==> config.mk <==
export PLATFORM = sky130hd
export DESIGN_NAME = calc_scan_display
export DESIGN_NICKNAME = d
export VERILOG_FILES = /design/src/rtl/calc_scan_display.sv
export SDC_FILE = /design/constraint.sdc
export NUM_CORES = 1
export LEC_CHECK = 0
export CORE_ASPECT_RATIO = 0.75
export CORE_MARGIN = 3
export CORE_UTILIZATION = 30
export CTS_CLUSTER_DIAMETER = 100
export DETAILED_ROUTE_END_ITERATION = 16
export GPL_ROUTABILITY_DRIVEN = 0
export GPL_TIMING_DRIVEN = 1
export PLACE_DENSITY = 0.51
export SLEW_MARGIN = 0
export SYNTH_ARGS = -nofsm -noshare
export SYNTH_HDL_FRONTEND = slang
export SYNTH_SLANG_ARGS = --single-unit
==> constraint.sdc <==
create_clock -name clk -period 2.3 [get_ports clk]
set_input_delay 0.345 -clock clk [delete_from_list [all_inputs] [get_ports clk]]
set_output_delay 0.345 -clock clk [all_outputs]
set_load 0.02 [all_outputs]
==> src/rtl/calc_scan_display.sv <==
// Two-operand add/subtract calculator with range-error flag and a time-multiplexed
// common-anode seven-segment driver (one result bit or hex nibble per digit).
module calc_scan_display #(
  parameter int unsigned WIDTH    = 4,
  parameter int unsigned DIGITS   = 4,
  parameter int unsigned DIV_BITS = 16,
  parameter int unsigned HEX      = 0
) (
  input  logic             clk,
  input  logic             clr_n,
  input  logic [WIDTH-1:0] num1,
  input  logic [WIDTH-1:0] num2,
  input  logic             op,
  input  logic             calculate,
  input  logic             blank,
  output logic [6:0]       a_to_g,
  output logic [DIGITS-1:0] an,
  output logic [WIDTH:0]   led,
  output logic             err,
  output logic             busy
);

  localparam int unsigned ExtW = 36;

  typedef enum logic [1:0] {StBlank, StCalc, StShow, StErr} state_e;

  state_e              state_q, state_d, shown_q, shown_d, mode;
  logic                calc_q;
  logic [WIDTH-1:0]    a_q, a_d, b_q, b_d;
  logic                op_q, op_d;
  logic [WIDTH:0]      led_q, led_d, res;
  logic [DIV_BITS-1:0] scan_q, scan_d;
  logic [2:0]          idx_q, idx_d;
  logic                rise, res_err;
  logic [ExtW-1:0]     ext;
  logic [3:0]          digit;

  assign rise    = calculate & ~calc_q;
  assign res     = op_q ? ({1'b0, a_q} - {1'b0, b_q}) : ({1'b0, a_q} + {1'b0, b_q});
  assign res_err = op_q ? (a_q < b_q) : res[WIDTH];

  always_comb begin
    state_d = state_q;
    a_d     = a_q;
    b_d     = b_q;
    op_d    = op_q;
    led_d   = led_q;
    scan_d  = scan_q;
    idx_d   = idx_q;
    if (blank) begin
      state_d = StBlank;
      led_d   = '0;
    end else if (state_q == StCalc) begin
      led_d   = res;
      state_d = res_err ? StErr : StShow;
      scan_d  = '0;
      idx_d   = '0;
    end else if (rise) begin
      a_d     = num1;
      b_d     = num2;
      op_d    = op;
      state_d = StCalc;
    end else if (state_q == StShow) begin
      scan_d = scan_q + DIV_BITS'(1);
      if (&scan_q) begin
        idx_d = (idx_q == 3'(DIGITS - 1)) ? 3'd0 : idx_q + 3'd1;
      end
    end
    // Remember what was on screen so CALC keeps showing it.
    shown_d = (state_q == StCalc) ? shown_q : state_q;
  end

  always_ff @(posedge clk or negedge clr_n) begin
    if (!clr_n) begin
      state_q <= StBlank;
      shown_q <= StBlank;
      calc_q  <= 1'b0;
      a_q     <= '0;
      b_q     <= '0;
      op_q    <= 1'b0;
      led_q   <= '0;
      scan_q  <= '0;
      idx_q   <= '0;
    end else begin
      state_q <= state_d;
      shown_q <= shown_d;
      calc_q  <= calculate;
      a_q     <= a_d;
      b_q     <= b_d;
      op_q    <= op_d;
      led_q   <= led_d;
      scan_q  <= scan_d;
      idx_q   <= idx_d;
    end
  end

  function automatic logic [6:0] seg7(input logic [3:0] v);
    case (v)
      4'h0: seg7 = 7'b0000001;
      4'h1: seg7 = 7'b1001111;
      4'h2: seg7 = 7'b0010010;
      4'h3: seg7 = 7'b0000110;
      4'h4: seg7 = 7'b1001100;
      4'h5: seg7 = 7'b0100100;
      4'h6: seg7 = 7'b0100000;
      4'h7: seg7 = 7'b0001111;
      4'h8: seg7 = 7'b0000000;
      4'h9: seg7 = 7'b0000100;
      4'hA: seg7 = 7'b0001000;
      4'hB: seg7 = 7'b1100000;
      4'hC: seg7 = 7'b0110001;
      4'hD: seg7 = 7'b1000010;
      4'hE: seg7 = 7'b0110000;
      default: seg7 = 7'b0111000;
    endcase
  endfunction

  always_comb begin
    mode   = (state_q == StCalc) ? shown_q : state_q;
    // Zero-extension makes digits beyond the result width read as 0.
    ext    = ExtW'(led_q);
    digit  = (HEX != 0) ? ext[{idx_q, 2'b00} +: 4] : {3'b000, ext[idx_q]};
    an     = '1;
    a_to_g = 7'b1111111;
    case (mode)
      StShow: begin
        an     = ~(DIGITS'(1) << idx_q);
        a_to_g = seg7(digit);
      end
      StErr: begin
        an     = ~DIGITS'(1);
        a_to_g = 7'b0110000;
      end
      default: ;
    endcase
    led  = led_q;
    err  = (mode == StErr);
    busy = (state_q == StCalc);
  end

endmodule

==> results of run 1 <==
-- state kept, by name (all words and copies together), names as in the netlist --
register / cells
shown_q: 2
led: 5
op_q: 1
b_q: 4
state_q: 2
scan_q: 16
a_q: 4
calc_q: 1
idx_q: 3
-- final timing paths --
kind                                   startpoint                      to  slack, ns  cells after the start
min reg2reg                 scan_q[1]$_DFFE_PN0P_   scan_q[1]$_DFFE_PN0P_       0.52                      2
max reg2reg                state_q[1]$_DFFE_PN0P_  scan_q[13]$_DFFE_PN0P_       0.18                      8
min                                         clr_n      a_q[2]$_DFFE_PN0P_       0.50                      2
max in group asynchronous                   clr_n    idx_q[0]$_DFFE_PN0P_       1.15                      3
max                        state_q[1]$_DFFE_PN0P_               a_to_g[6]       0.14                      5
min in group clk            scan_q[1]$_DFFE_PN0P_   scan_q[1]$_DFFE_PN0P_       0.52                      2
-- power groups by stage --
| stage | logic, mW | registers, mW | clock network [mW] |
|---|---|---|---|
| 6_report | 1.23 | 0.967 | 0.476 |
| 4_1_cts | 1.24 | 0.970 | 0.500 |
| 3_5_place_dp | 1.27 | 0.980 | 0 |
| 3_3_place_gp | 1.25 | 0.977 | 0 |
| 2_1_floorplan | 0.818 | 0.974 | 0 |
| 5_1_grt | 1.39 | 1.00 | 0.526 |
-- what timing repair did --
action | in CTS | in global routing
setup endpoints to repair | 12 | 10
endpoints found under the hold margin | 16 | 0
hold buffers | 1 | 0
resized for setup | 19 | 13
-- layer usage --
layer / part of all wire, % / routed length, um / up-vias
met2: 39 / 1880 / 31
met5: 0 / 0 / -
met3: 3.7 / 181 / 8
met1: 56 / 2690 / 802
li1: - / - / 859
met4: 1.7 / 84 / 0
-- area by class of cell --
cell class                 instances  share of cell area, %
clock buffer                       7                   3.15
clock inverter                     1                  0.182
inverter                          14                   1.92
multi-input combinational        162                   42.5
sequential                        38                   34.7
tap                               98                   4.47
timing repair buffer              42                   13.1
-- stage by stage --
step | util, % | cell area [um^2] | power, mW | setup WS, ns
3_3_place_gp | 37.9 | 2650 | 2.22 | 0.0276
4_1_cts | 39.3 | 2750 | 2.71 | 0.0140
3_5_place_dp | 37.9 | 2650 | 2.25 | -0.00536
6_report | 39.2 | 2740 | 2.68 | 0.138
2_1_floorplan | - | 2230 | 1.79 | 0.0414
5_1_grt | 39.2 | 2740 | 2.91 | 0.00393
-- placed cells by master, fill, tap and decap left out, types with 5 or more instances in the layout --
cell type	Yosys	final
ha_1	14	13
o21ai_0	14	13
xor2_1	5	5
a21oi_1	14	13
inv_1	14	14
clkbuf_8	0	6
buf_4	5	11
nor2_1	16	15
dfrtp_1	38	37
nand2b_1	6	6
clkdlybuf4s50_1	0	17
mux2_2	7	6
or4_1	7	7
clkbuf_2	0	5
nand2_1	28	28
o31ai_1	6	6
-- cell families (layout without fill, tap and decap cells) --
group,Yosys count,in the layout,share of synthesized area [%]
AOI/OAI and AO/OA,45,45,12.3
DFF,38,38,42.7
and+or+nand+nor,84,84,21.1
buffers and inverters,26,64,5.96
adders and majority gates,16,16,9.67
xor gates and xnor gates,6,6,2.36
muxes,11,11,5.90
-- worst max-delay path: cells and delay by family (launching register included) --
family | cells | cell delay, ns
muxes | 1 | 0.34
AOI/OAI and AO/OA | 1 | 0.20
adders and majority gates | 1 | 0.21
buffers and inverters | 2 | 0.40
DFF | 1 | 0.38
==> flow_summary.yaml, run 1 <==
setup_path:
  crit_required_ns: 1.96
  end_kind: "output port"
  path_cells: "inv_1 -> ha_2 -> mux2_4 -> o21ai_2 -> clkdlybuf4s15_1"
  start_kind: "register"
  criticalPathCategory: "reg -> out"
  slowest_stage: "dfrtp_1"
  cp.arrival_ns: 1.82
  worstPathMaxFanout: 5
  slowest_delay_ns: 0.38
global_routing:
  grt_max_degree: 23
  grt_pass1_wl_um: 8360
  grt_use_total_pct: 12.4
  gr-usage-met3_pct: 2.49
  grt_antenna_before_repair: 0
  grt.busiest_layer: "met1"
  gr-usage-met1_pct: 18.5
  grt_util_met2_pct: 17.2
  grt_overflow: 0
  grt_pass1_vias: 1663
floorplan:
  die_area_mm2: 0.00850
  core_region_area_mm2: 0.00699
  die_w_um: 105
  die_h_um: 80.6
  rows: 26
  io_pins: 31
  initial_core_util_pct: 31.8
cells_and_area:
  insertedDiodeCount: 0
  multiInputGateArea_mm2: 0.00117
  layout.cells.non_filler: 362
  area_growth_pct: 23.3
  num-nets-final: 292
  seq_area_um2: 952
  drive_above_1_share_pct: 17.8
  nFillCells: 719
synthesis:
  yosys.area.top_type_share_pct: 42.7
  synth_area_leaders: "dfrtp_1 (43%), ha_1 (7.9%), nand2_1 (4.7%)"
  synth_fp_nets: 255
  yosys.area.top_type: "dfrtp_1"
  synth_edf_count: 0
  ys_ff_latch: 38
  syn_inst: 226
  ys.flop_type: "dfrtp_1"
  avgSynthCellArea_um2: 9.85
  ys_warn_count: 0
  ys_types: 44
  yosys.cell_count.top_type: "dfrtp_1"
  yosysSeqAreaShare_pct: 42.7
  async_flop_share_pct: 100
  netlist_area_mm2: 0.00223
  ys_top_cells_by_count: "dfrtp_1 (38), nand2_1 (28), nor2_1 (16)"
detailed_routing:
  drtAntennaViolNets: 0
  drt-total-wl_um: 4830
  vias: 1700
  dr.pass1.iters: 4
  route.detailed.drc: 0
  viasPerCell: 4.70
  drtIter0Drc: 59
  wire_per_inst_um: 13.4
clock_tree:
  cts_max_level: 2
  tritoncts: "done"
  cts_buffers: 5
  cts_sinks: 38
  clk_pin_slew_ns: 0.08
  worstSkewPairLatency_ns: 0.29
  root_buffer: "clkbuf_8"
  clock_path_buffers: 2
  post_cts_buffers: 0
placed_design:
  dp_cells: 353
  portBuffers: 30
  dp_hpwl_um: 3740
sta:
  whs_ns: 0.500
  fin_crit_ns: 2.16
  setup_tns_ns: 0
  hold_viol: 0
  rsz0062_at_grt: "false"
  setup_viol: 0
  max_freq_mhz: 462
  worst_pin_slew_ns: 0.376
  post-route-period-util_pct: 94.0
  relSlewSlack_pct: 74.9
  skew_ns: 0.00666
  slew_violations: 0
status:
  status: "complete, no violations"
power:
  pwr-share-comb_pct: 46.1
  power.switching_mw: 1.05
  p_leak_nw: 1.16
  pwr-share-seq_pct: 36.1
  swShare_pct: 39.4
  p_int_mw: 1.62
  ir_worst_vdd_mv: 0.278
  power_density_mw_per_mm2: 976
  power_frac_clock_pct: 17.8
job:
  cap_violations: 0
min_path:
  min_path_type: "in -> async"
Power figures use the tool's default switching activity.
==> run 2, diff against run 1 <==
--- a/config.mk
+++ b/config.mk
@@ -8,6 +8,7 @@
 export CORE_ASPECT_RATIO = 0.75
 export CORE_MARGIN = 3
 export CORE_UTILIZATION = 30
+export CTS_BUF_LIST = sky130_fd_sc_hd__clkbuf_8
 export CTS_CLUSTER_DIAMETER = 100
 export DETAILED_ROUTE_END_ITERATION = 16
 export GPL_ROUTABILITY_DRIVEN = 0
==> run 2 against run 1 <==
  * Total power decreased by 0.17%
  * Critical path type unchanged
  * Sequential share of layout area unchanged
  * Worst hold slack about the same
  * Critical endpoint unchanged
  * Register-to-register slack about the same
  * Utilization unchanged
  * Maximum frequency about the same
  * Final cell count unchanged
==> flow_summary.yaml, run 2 (synthesized netlist as in run 1, its figures left out) <==
floorplan:
  die_area_mm2: 0.00850
  die_h_um: 80.6
  initial_core_util_pct: 31.8
  rows: 26
  core_region_area_mm2: 0.00699
  io_pins: 31
  die_w_um: 105
detailed_routing:
  dr.pass1.iters: 4
  drtAntennaViolNets: 0
  drt-total-wl_um: 4810
  drtIter0Drc: 59
  vias: 1708
  wire_per_inst_um: 13.3
  viasPerCell: 4.72
  route.detailed.drc: 0
cells_and_area:
  area_growth_pct: 23.3
  layout.cells.non_filler: 362
  fin_util_pct: 39.2
  insertedDiodeCount: 0
  regMostFlops: "scan_q"
  num-nets-final: 292
  final_cell_mix: "dfrtp_1 (37), nand2_1 (28), clkdlybuf4s50_1 (17)"
  drive_above_1_share_pct: 17.8
  layout_commonest_cell: "dfrtp_1"
  largest_register_ffs: 16
  nFillCells: 719
power:
  power_frac_clock_pct: 17.7
  power.switching_mw: 1.05
  p_leak_nw: 1.16
  ir_worst_vdd_mv: 0.278
  power_density_mw_per_mm2: 974
  swShare_pct: 39.4
  pwr-share-comb_pct: 46.2
  pwr-share-seq_pct: 36.2
  p_int_mw: 1.62
clock_tree:
  root_buffer: "clkbuf_8"
  cts_buffers: 5
  cts_sinks: 38
  tritoncts: "done"
  cts_max_level: 2
  worstSkewPairLatency_ns: 0.29
  clk_pin_slew_ns: 0.08
  clock_path_buffers: 2
  post_cts_buffers: 0
sta:
  max_freq_mhz: 462
  skew_ns: 0.00681
  whs_ns: 0.500
  setup_tns_ns: 0
  setup_viol: 0
  worst_pin_slew_ns: 0.376
  hold_viol: 0
  relSlewSlack_pct: 74.9
  fin_crit_ns: 2.16
  rsz0062_at_grt: "false"
  slew_violations: 0
  post-route-period-util_pct: 94.0
  fin_ws_ns: 0.137
placed_design:
  dp_hpwl_um: 3740
  pre_cts_ws_ns: -0.00536
  portBuffers: 30
  dp_cells: 353
global_routing:
  grt_pass1_vias: 1663
  grt_pass1_wl_um: 8360
  grt_antenna_before_repair: 0
  grt_max_degree: 23
  grt_overflow: 0
  grt_use_total_pct: 12.4
setup_path:
  crit_required_ns: 1.96
  cp.arrival_ns: 1.82
  start_kind: "register"
  r2r_start: "state_q[1]$_DFFE_PN0P_"
  worstPathMaxFanout: 5
  end_kind: "output port"
  startpoint: "state_q[1]$_DFFE_PN0P_"
  criticalPathCategory: "reg -> out"
  ff2ff_setup_slack_ns: 0.19
min_path:
  min_path_type: "in -> async"
status:
  status: "complete, no violations"
job:
  cap_violations: 0
[run 2: cell types whose count changed in the layout (fill, tap and decap cells not counted)]
cell	before	now
clkbuf_1	1	0
inv_1	14	15
[run 2: routing by layer]
layer / routed length [um] / track usage, % / part of all wire [%] / vias to the layer above
met2: 1880 / 17.2 / 39 / 31
met5: 0 / 0 / 0 / -
met4: 84 / 5.11 / 1.7 / 0
met3: 180 / 2.49 / 3.7 / 8
met1: 2670 / 18.5 / 55 / 809
li1: - / - / - / 860
[run 2: layout make-up]
type	instances	area, um^2	area share [%]
inverter	14	52.6	1.92
clock inverter	2	8.76	0.319
tap	98	123	4.47
clock buffer	6	82.6	3.01
sequential	38	952	34.7
timing repair buffer	42	359	13.1
multi-input combinational	162	1170	42.5
[run 2: critical path, cell delays in order (launching register included)]
cell	delay, ns
dfrtp_1	0.38
inv_1	0.06
ha_2	0.21
mux2_4	0.34
o21ai_2	0.20
clkdlybuf4s15_1	0.34
[run 2: worst paths after layout]
check	endpoint	depth (start not counted)
worst max-delay path	a_to_g[6]	5
worst min-delay path	a_q[2]$_DFFE_PN0P_	2
worst max register to register	scan_q[13]$_DFFE_PN0P_	8
worst min register to register	scan_q[1]$_DFFE_PN0P_	2
max in group asynchronous	idx_q[0]$_DFFE_PN0P_	3
min in group clk	scan_q[1]$_DFFE_PN0P_	2
[run 2: power by group through the flow]
stage	sequential (mW)	combinational, mW	clock (mW)
global route	1.00	1.39	0.522
CTS	0.970	1.24	0.496
finish	0.967	1.23	0.472
floorplan	0.974	0.818	0
global placement	0.977	1.25	0
detailed placement	0.980	1.27	0
[run 2: timing repair]
| item | CTS | global route |
|---|---|---|
| endpoints found under the hold margin | 16 | 0 |
| pin swaps | 0 | 0 |
| endpoints found under the setup margin | 12 | 10 |
| resized for setup | 19 | 13 |
| gates cloned | 0 | 0 |
| hold buffers | 1 | 0 |
[run 2: stage by stage]
stage	area (um^2)	total power, mW
after floorplan	2230	1.79
after global placement	2650	2.22
after detailed placement	2650	2.25
after CTS	2750	2.71
after global routing	2740	2.91
final	2740	2.67
==> run 3, diff against run 2 <==
--- a/config.mk
+++ b/config.mk
@@ -13,6 +13,7 @@
 export DETAILED_ROUTE_END_ITERATION = 16
 export GPL_ROUTABILITY_DRIVEN = 0
 export GPL_TIMING_DRIVEN = 1
+export HOLD_SLACK_MARGIN = 0.15
 export PLACE_DENSITY = 0.51
 export SLEW_MARGIN = 0
 export SYNTH_ARGS = -nofsm -noshare
==> results of run 3 <==
No change in the layout: final DEF, timing and power equal those of run 2.
